===== src/rtl/wb_regfile_stage.sv =====
// wb_regfile_stage: writeback stage of the pipelined Y86-64 core.
// Holds the W pipeline register (stall/bubble), a register file with an E and
// an M write port, two combinational decode read ports, W forwarding taps,
// a sticky halt latch and a retired-instruction counter.
// Optional feature macro: WB_BYPASS_EN (read ports write-through the value
// being written this cycle).
module wb_regfile_stage #(
  parameter int DATA_W  = 64,
  parameter int ADDR_W  = 4,
  parameter int CNT_W   = 32,
  parameter int RSP_IDX = 4
) (
  input  logic              clk,
  input  logic              rst,
  input  logic              m_valid,
  input  logic [2:0]        m_stat,
  input  logic [3:0]        m_icode,
  input  logic [DATA_W-1:0] m_valE,
  input  logic [DATA_W-1:0] m_valM,
  input  logic [ADDR_W-1:0] m_dstE,
  input  logic [ADDR_W-1:0] m_dstM,
  input  logic              w_stall,
  input  logic              w_bubble,
  input  logic [ADDR_W-1:0] srcA,
  input  logic [ADDR_W-1:0] srcB,
  output logic [DATA_W-1:0] rvalA,
  output logic [DATA_W-1:0] rvalB,
  output logic [ADDR_W-1:0] w_dstE,
  output logic [ADDR_W-1:0] w_dstM,
  output logic [DATA_W-1:0] w_valE,
  output logic [DATA_W-1:0] w_valM,
  output logic [2:0]        w_stat,
  output logic              halted,
  output logic [CNT_W-1:0]  retired
);

  localparam logic [ADDR_W-1:0] RNONE     = '1;
  localparam int                NREG      = 2**ADDR_W;
  localparam logic [2:0]        STAT_AOK  = 3'd1;
  localparam logic [3:0]        ICODE_NOP = 4'd1;

  logic              w_valid_q, w_valid_d;
  logic [2:0]        w_stat_q,  w_stat_d;
  logic [3:0]        w_icode_q, w_icode_d;
  logic [DATA_W-1:0] w_val_e_q, w_val_e_d;
  logic [DATA_W-1:0] w_val_m_q, w_val_m_d;
  logic [ADDR_W-1:0] w_dst_e_q, w_dst_e_d;
  logic [ADDR_W-1:0] w_dst_m_q, w_dst_m_d;

  logic [DATA_W-1:0] regs_q [NREG];
  logic [DATA_W-1:0] regs_d [NREG];
  logic              halted_q, halted_d;
  logic [CNT_W-1:0]  retired_q, retired_d;

  logic wr_ok, e_we, m_we, halt_evt;

  // icode and the stack-pointer index are kept for visibility only; the
  // generic M-over-E rule already gives popq %rsp its required result.
  logic unused_ok;
  assign unused_ok = ^{w_icode_q, RSP_IDX[ADDR_W-1:0]};

  // Write eligibility: the W instruction retires on an edge where it leaves W.
  assign wr_ok    = w_valid_q && (w_stat_q == STAT_AOK) && !halted_q && !w_stall;
  assign e_we     = wr_ok && (w_dst_e_q != RNONE);
  assign m_we     = wr_ok && (w_dst_m_q != RNONE);
  assign halt_evt = w_valid_q && (w_stat_q != STAT_AOK) && !w_stall;

  // W register next value: bubble beats stall beats load.
  always_comb begin
    w_valid_d = w_valid_q;
    w_stat_d  = w_stat_q;
    w_icode_d = w_icode_q;
    w_val_e_d = w_val_e_q;
    w_val_m_d = w_val_m_q;
    w_dst_e_d = w_dst_e_q;
    w_dst_m_d = w_dst_m_q;
    if (w_bubble) begin
      w_valid_d = 1'b0;
      w_stat_d  = STAT_AOK;
      w_icode_d = ICODE_NOP;
      w_val_e_d = '0;
      w_val_m_d = '0;
      w_dst_e_d = RNONE;
      w_dst_m_d = RNONE;
    end else if (!w_stall) begin
      w_valid_d = m_valid;
      w_stat_d  = m_stat;
      w_icode_d = m_icode;
      w_val_e_d = m_valE;
      w_val_m_d = m_valM;
      w_dst_e_d = m_dstE;
      w_dst_m_d = m_dstM;
    end
  end

  // Register file, halt latch and retire counter next values; M write last so it wins.
  always_comb begin
    regs_d    = regs_q;
    halted_d  = halted_q | halt_evt;
    retired_d = retired_q;
    if (e_we) regs_d[w_dst_e_q] = w_val_e_q;
    if (m_we) regs_d[w_dst_m_q] = w_val_m_q;
    if (wr_ok) retired_d = retired_q + {{(CNT_W-1){1'b0}}, 1'b1};
  end

  // State registers; reset loads the bubble and clears all architectural state.
  always_ff @(posedge clk) begin
    if (rst) begin
      w_valid_q <= 1'b0;
      w_stat_q  <= STAT_AOK;
      w_icode_q <= ICODE_NOP;
      w_val_e_q <= '0;
      w_val_m_q <= '0;
      w_dst_e_q <= RNONE;
      w_dst_m_q <= RNONE;
      for (int i = 0; i < NREG; i++) regs_q[i] <= '0;
      halted_q  <= 1'b0;
      retired_q <= '0;
    end else begin
      w_valid_q <= w_valid_d;
      w_stat_q  <= w_stat_d;
      w_icode_q <= w_icode_d;
      w_val_e_q <= w_val_e_d;
      w_val_m_q <= w_val_m_d;
      w_dst_e_q <= w_dst_e_d;
      w_dst_m_q <= w_dst_m_d;
      regs_q    <= regs_d;
      halted_q  <= halted_d;
      retired_q <= retired_d;
    end
  end

  function automatic logic [DATA_W-1:0] rd_port(input logic [ADDR_W-1:0] a);
    logic [DATA_W-1:0] v;
    v = (a == RNONE) ? '0 : regs_q[a];
`ifdef WB_BYPASS_EN
    if (m_we && (a == w_dst_m_q))      v = w_val_m_q;
    else if (e_we && (a == w_dst_e_q)) v = w_val_e_q;
`endif
    return v;
  endfunction

  // Decode read ports and W forwarding taps.
  always_comb begin
    rvalA   = rd_port(srcA);
    rvalB   = rd_port(srcB);
    w_dstE  = w_valid_q ? w_dst_e_q : RNONE;
    w_dstM  = w_valid_q ? w_dst_m_q : RNONE;
    w_valE  = w_val_e_q;
    w_valM  = w_val_m_q;
    w_stat  = w_valid_q ? w_stat_q : STAT_AOK;
    halted  = halted_q;
    retired = retired_q;
  end

endmodule


===== config.mk =====
export PLATFORM = sky130hd
export DESIGN_NAME = wb_regfile_stage
export DESIGN_NICKNAME = d
export VERILOG_FILES = /design/src/rtl/wb_regfile_stage.sv
export SDC_FILE = /design/constraint.sdc
export NUM_CORES = 2
export LEC_CHECK = 0
export ABC_AREA = 0
export BUFFER_PORTS_ARGS = -buffer_cell sky130_fd_sc_hd__buf_2
export CORE_MARGIN = 3
export CORE_UTILIZATION = 36
export CTS_CLUSTER_DIAMETER = 50
export DETAILED_ROUTE_END_ITERATION = 8
export GPL_ROUTABILITY_DRIVEN = 0
export GPL_TIMING_DRIVEN = 0
export PLACE_DENSITY = 0.62
export SLEW_MARGIN = 20
export SYNTH_ARGS = -nofsm -noshare
export SYNTH_HDL_FRONTEND = slang
export SYNTH_SLANG_ARGS = --single-unit

===== constraint.sdc =====
create_clock -name clk -period 2.1 [get_ports clk]
set_input_delay 0.21 -clock clk [delete_from_list [all_inputs] [get_ports clk]]
set_output_delay 0.21 -clock clk [all_outputs]
set_load 0.05 [all_outputs]

======== Yosys cells after proc, flatten, opt, wreduce, memory -nomap -nowiden ========
Cells that the tools add are included.
cells by class
  add/sub/neg operators ................... 1
  order comparisons ....................... 6
  equality and inequality tests ........... 6
  muxes and demuxes ....................... 19
  bitwise operators ....................... 5
  reductions and logical operators ........ 12
operator list
  kind                   count
  $bwmux 1024            2
  $mux 1024              2
  $bmux 64 s4            2
  $demux 64 s4           2
  $mux 64                8
  $add 32x1->32 const B  1
  $ge 5x5->1 const B     4
  $not 4->5              4
  $lt 5x1->1 const B     2
  $logic_and 1x1->1      9
  $eq 4x4->1 const B     2
  $mux 4                 2
  $ne 4x4->1 const B     2
  $eq 3x1->1 const B     1
  $mux 3                 1
  $ne 3x1->1 const B     1
  $logic_not 1->1        2
  $reduce_or 2->1        1
  $or 1x1->1             1
storage, ports and cells
  register bits ........................... 1,197
  output and inout bits ................... 300

======== Longest topological paths before layout ========
  word-level depth ........................ 9
  depth in mapped cells ................... 9
  gate-level depth less buffers ........... 6

======== Least setup slack after synthesis ========
No wires, ideal clock.
  path type ............................... input port to output port
  start ................................... input srcA[0]
  end ..................................... output rvalA[3]
  arrival ................................. 2.771 ns
  data required time ...................... 1.890 ns
  setup slack ............................. -0.881 ns
  stages on the path ...................... 7
  path buffers ............................ 3
  path through ............................ clkbuf_1 -> clkbuf_1 -> clkbuf_1 -> mux2i_1 -> a221oi_1 -> a21oi_1 -> o21ai_0
between the ends
  cells in the longest elaborated chain, start to end .. 5
  elaborated cells between the ends (all ways) .. 6
  those cells by class .................... eq/ne (1); mux (4); bitwise (1)
RTL lines
  element                                     line  RTL
  start, declared                             24    input logic [ADDR_W-1:0] srcA,
  $not 4->5 (not written as such)             135   v = (a == RNONE) ? '0 : regs_q[a];
  $bmux 64 s4                                 135
  $mux 64 (not written as such) (2 in a row)  135
  $mux 64 (*)                                 135
  end, declared                               26    output logic [DATA_W-1:0] rvalA,
Mark *: on every way between the ends. The rest lies on a longest branch, timed or not. The select of a mux whose other input is x is not followed.

======== Final worst setup path ========
  start ................................... register w_stat_q[2]
  end ..................................... register regs_q[937] (netlist bit)
between the ends
  cells in the longest elaborated chain, start to end .. 8
  elaborated cells between the ends (all ways) .. 9
  those cells by class .................... eq/ne (1); mux (3); reduce/logical (5)
RTL lines
  element                             line  RTL
  start, declared                     43    logic [2:0] w_stat_q, w_stat_d;
  start signal, assigned              121   w_stat_q <= w_stat_d;
  $eq 3x1->1 (*)                      63    assign wr_ok = w_valid_q && (w_stat_q == STAT_AOK) && !halted_q && !w_stall;
  $logic_and 1x1->1 (*) (3 in a row)  63
  $logic_and 1x1->1                   64    assign e_we = wr_ok && (w_dst_e_q != RNONE);
  $mux 1024                           101   if (e_we) regs_d[w_dst_e_q] = w_val_e_q;
  $bwmux 1024                         102   if (m_we) regs_d[w_dst_m_q] = w_val_m_q;
  $mux 1024 (*)                       102
  end signal, assigned                127   regs_q <= regs_d;
  end, declared                       50    logic [DATA_W-1:0] regs_q [NREG];
Mark *: on every way between the ends. The rest lies on a longest branch, timed or not.
A chain may end at the register's enable or synchronous reset.

==> results list <==
- Most frequent standard cell in the layout excluding fill and tap cells: dfxtp_1
- Iteration count of the initial detailed-routing pass: 9
- DP HPWL: 263500 um
* Ys Warns: 0
* Buf/Inv on CP: 4
* Biggest area contributors in the synthesized netlist: dfxtp_1, mux2i_1, mux4_2
- The startpoint identified for the worst hold timing path is m_dstM[0].
- Run status: finished with violations
- The number of global-route vias before repair came to 67508.
- Before CTS, the worst setup slack after placement is -2.125 ns.
* Setup slack on the worst flop-to-flop path: -0.68 ns
- Num Clock Sinks: 1197
- Post-synth EDFFs: 0
* Critical Setup Path Class: flip-flop to flip-flop
* Count of routing violations after the opening detailed-route iteration: 10729
- The region available for standard cell placement spans 182100 um2.
- Root buf cell: clkbuf_16
* # fillers: 16291
- Routed Antenna Nets: 0
* List of cells traversed by the critical path: or3b_4, buf_12, nor3_4, buf_8, buf_12, nand2_1, clkbuf_8, a221oi_1
* Worst voltage drop across the vdd grid: 0.0009037 V
- Number of stages on the worst hold path: 4
* Power Density: 644.0 nW/um2
- Cell type with the largest total area after synthesis: dfxtp_1
* Critical path endpoint category: flip-flop
- For the final routed database, the setup TNS stands at -411.13 ns.
* Sequential share of the synthesized area: 0.3609
* Kind of path behind the tightest hold check: input pin to flip-flop
* Slack of the critical path: -0.6788 ns
* CP delay by family, top: simple AND/OR/NAND/NOR gates
* Kind of launch point of the worst setup path: flip-flop
- The area growth from synthesis to layout is 34.81%.
* Violated checks: negative setup slack
- The library cells used most frequently in the layout, excluding fill and tap cells, are dfxtp_1, mux2i_1, nor2_1.
- The worst register-to-register path has a depth of 8.
* Count of vias placed by the detailed router: 70785
* WL per Instance: 34.19 um
- Setup violation total in the final timing report: 1156
* Data arrival at the endpoint of the critical path: 3.48 ns
- Setup repair after global routing missed its margin: true
- The number of failing hold endpoints at the final stage is 0.
* Post-Synthesis Cell Area: 66400 um2
- In this run the critical register-to-register path is launched from w_stat_q[2].
- Worst-path cell with the longest stage delay: or3b_4
* Number of cells in the design after placement: 9708
- In this design, the stage delay of the slowest critical-path cell is 0.46 ns.
- For this run the aggregate overflow at the end of global routing stands at 0.
- Ys flop type: dfxtp_1
* End point of the worst hold path: w_dst_m_q[0]
- Worst-skew pair later-pin latency: 0.84 ns
- Most frequent cell on the critical path: buf_12
- Post-synthesis sequential element count: 1197
- Number of buffers created by CTS: 154
* Number of nets in the finished design: 7924
- Number of buffers added on ports: 445
- Fin Hold WS: 0.1307 ns
* Longest Clk Path Bufs: 3
- The final-report max-slew violation count is 0.
- The worst register-to-register path ends at regs_q[937].
- After synthesis, the netlist uses 46 different library cells.
- In the synthesized netlist the async set-or-reset flop fraction comes to 0.
- Depth of the CTS H-tree: 4
* Height of the die: 435.5 um
- In this run the core area contains 156 standard-cell rows.
* TritonCTS clock tree: built
- Overall power consumption after layout is estimated at 57.65 mW.
- For the pin with the worst max-slew slack, the measured transition is 1.327 ns.
* Die width: 435.5 um
- Area share of the leading cell type in the synthesized netlist: 0.3609
- Maximum fanout count along the critical path: 10
* Initial Util: 0.3646
- Dividing the synthesized area by the synthesized cell count gives 9.801 um2.
- For this design the top-level I/O count stands at 456.
- After the flow finishes, the layout carries non-filler instances totaling 10396.
- Fraction of final layout cells sized beyond drive strength 1: 0.3402
- Of the available clock period, the critical path in the final layout requires 1.323.
- For the worst setup path, the data required time is 2.81 ns.
* Setup skew after layout: 0.03692 ns
- Average via count per standard cell: 6.809
* Max Cap Violations: 0
- Slew Limit Headroom: 0.1151
- The first global-routing pass estimated 496800 um of wire.
- Clock period minus final worst setup slack: 2.779 ns
- In this run the static leakage power is 34.40 nW.
* Syn Inst Count: 6775
* Full die area: 189600 um2
* Remaining routing DRC violations: 0
- Wirelength, routed: 355500 um
- After clock tree synthesis, the clock-pin slew on the worst setup and hold paths is 0.06 ns.
- Initial antenna violation count: 39
- Counting every net in the synthesized netlist gives 6932.
* Highest achievable clock rate: 0.3599 GHz
- Entering global routing, the biggest net connects 17 pins.
- For this run, the total global-route usage over all layers was measured as 0.3562.
==> cells by family after synthesis <==
family,after synthesis,share of synthesized area
AOI/OAI and AO/OA,1794,0.2084
xor gates and xnor gates,24,0.003166
buffers and inverters,877,0.05276
DFF,1197,0.3609
and+or+nand+nor,1592,0.1078
muxes,1290,0.2669
adders and majority gates,1,0.0001884
==> where the power goes <==
part,internal (mW),leakage [nW],switching (mW)
Sequential,22.8,9.74,0.214
Clock,16.1,2.52,11.6
Combinational,2.16,22.1,4.77
Total,41.0,34.4,16.6
==> area by class of cell <==
cell class	instances	area, um2	share of cell area
Inverter	7	26.28	0.0002935
Multi-Input combinational cell	4704	43430	0.4852
Sequential cell	1197	24230	0.2707
Timing Repair Buffer	844	7667	0.08566
Tap cell	2449	3064	0.03423
Buffer	859	5769	0.06445
Clock buffer	207	4328	0.04835
Clock inverter	74	860.8	0.009617
Antenna cell	55	137.6	0.001538
==> repair_timing <==
| item | 4_1_cts | 5_1_grt |
|---|---|---|
| hold buffers | 141 | 0 |
| endpoints found under the hold margin | 140 | 0 |
| pin swaps | 227 | 137 |
| gates resized for setup | 1157 | 750 |
| endpoints found under the setup margin | 1146 | 1219 |
| setup buffers | 148 | 45 |
| cloned | 13 | 17 |
==> cell usage after synthesis, types with 2 or more instances <==
library cell	n
o21ai_0	133
nor3_1	26
nor2_2	2
or3b_1	2
buf_12	4
buf_4	12
a22oi_1	145
a311oi_1	127
nand3_1	16
clkbuf_1	724
nor3_2	4
buf_1	70
nand2b_1	16
and2_1	28
a21oi_1	182
mux2_2	2
nor4_4	3
a221oi_1	439
nand2_1	338
and3_1	75
or2_2	4
inv_1	7
nor2b_1	234
and4_1	5
or3_1	6
xor2_1	17
nor2_1	804
a211oi_1	705
buf_8	2
nor4_1	5
buf_2	57
a221oi_2	60
mux4_2	384
mux2i_1	904
nor3b_1	3
xnor2_1	7
nand4b_1	2
a31oi_1	3
dfxtp_1	1197
nand4_1	15
==> routing by layer <==
| layer | vias to the layer above | routed length (um) | GRT usage |
|---|---|---|---|
| li1 | 28215 | - | - |
| met1 | 34502 | 126900 | 0.4274 |
| met5 | - | 423 | 0 |
| met2 | 6221 | 145400 | 0.5130 |
| met3 | 1813 | 48310 | 0.1366 |
| met4 | 34 | 34450 | 0.2707 |
==> worst max-delay path by stage <==
stage               depth (start not counted)          end         from
CTS                                         5    rvalB[12]  regs_q[972]
global placement                            8  regs_q[151]      w_stall
global route                                8  regs_q[937]  w_stat_q[2]
finish                                      8  regs_q[937]  w_stat_q[2]
floorplan                                   7     rvalA[3]      srcA[0]
detailed placement                          8  regs_q[760]      w_stall
==> flip-flops by register name, summed over array words and instances (netlist names) <==
register,flops
w_dst_m_q,4
retired,32
w_dst_e_q,4
halted,1
w_valM,64
w_stat_q,3
w_valE,64
regs_q,1024
w_valid_q,1
==> stage by stage <==
| stage | util | cell area (um2) |
|---|---|---|
| 2_1_floorplan | - | 67990 |
| 3_3_place_gp | 0.4024 | 73280 |
| 3_5_place_dp | 0.4079 | 74290 |
| 4_1_cts | 0.4752 | 86540 |
| 5_1_grt | 0.4909 | 89400 |
| 6_report | 0.4915 | 89510 |
==> worst reg2reg max path: cells and delay by family, from the launching register on <==
kind,cells,cell delay [ns]
buffers and inverters,4,0.89
DFF,1,0.37
and+or+nand+nor,3,1.09
AOI/OAI and AO/OA,1,0.30
No activity file was read; power rests on OpenSTA's default activity.
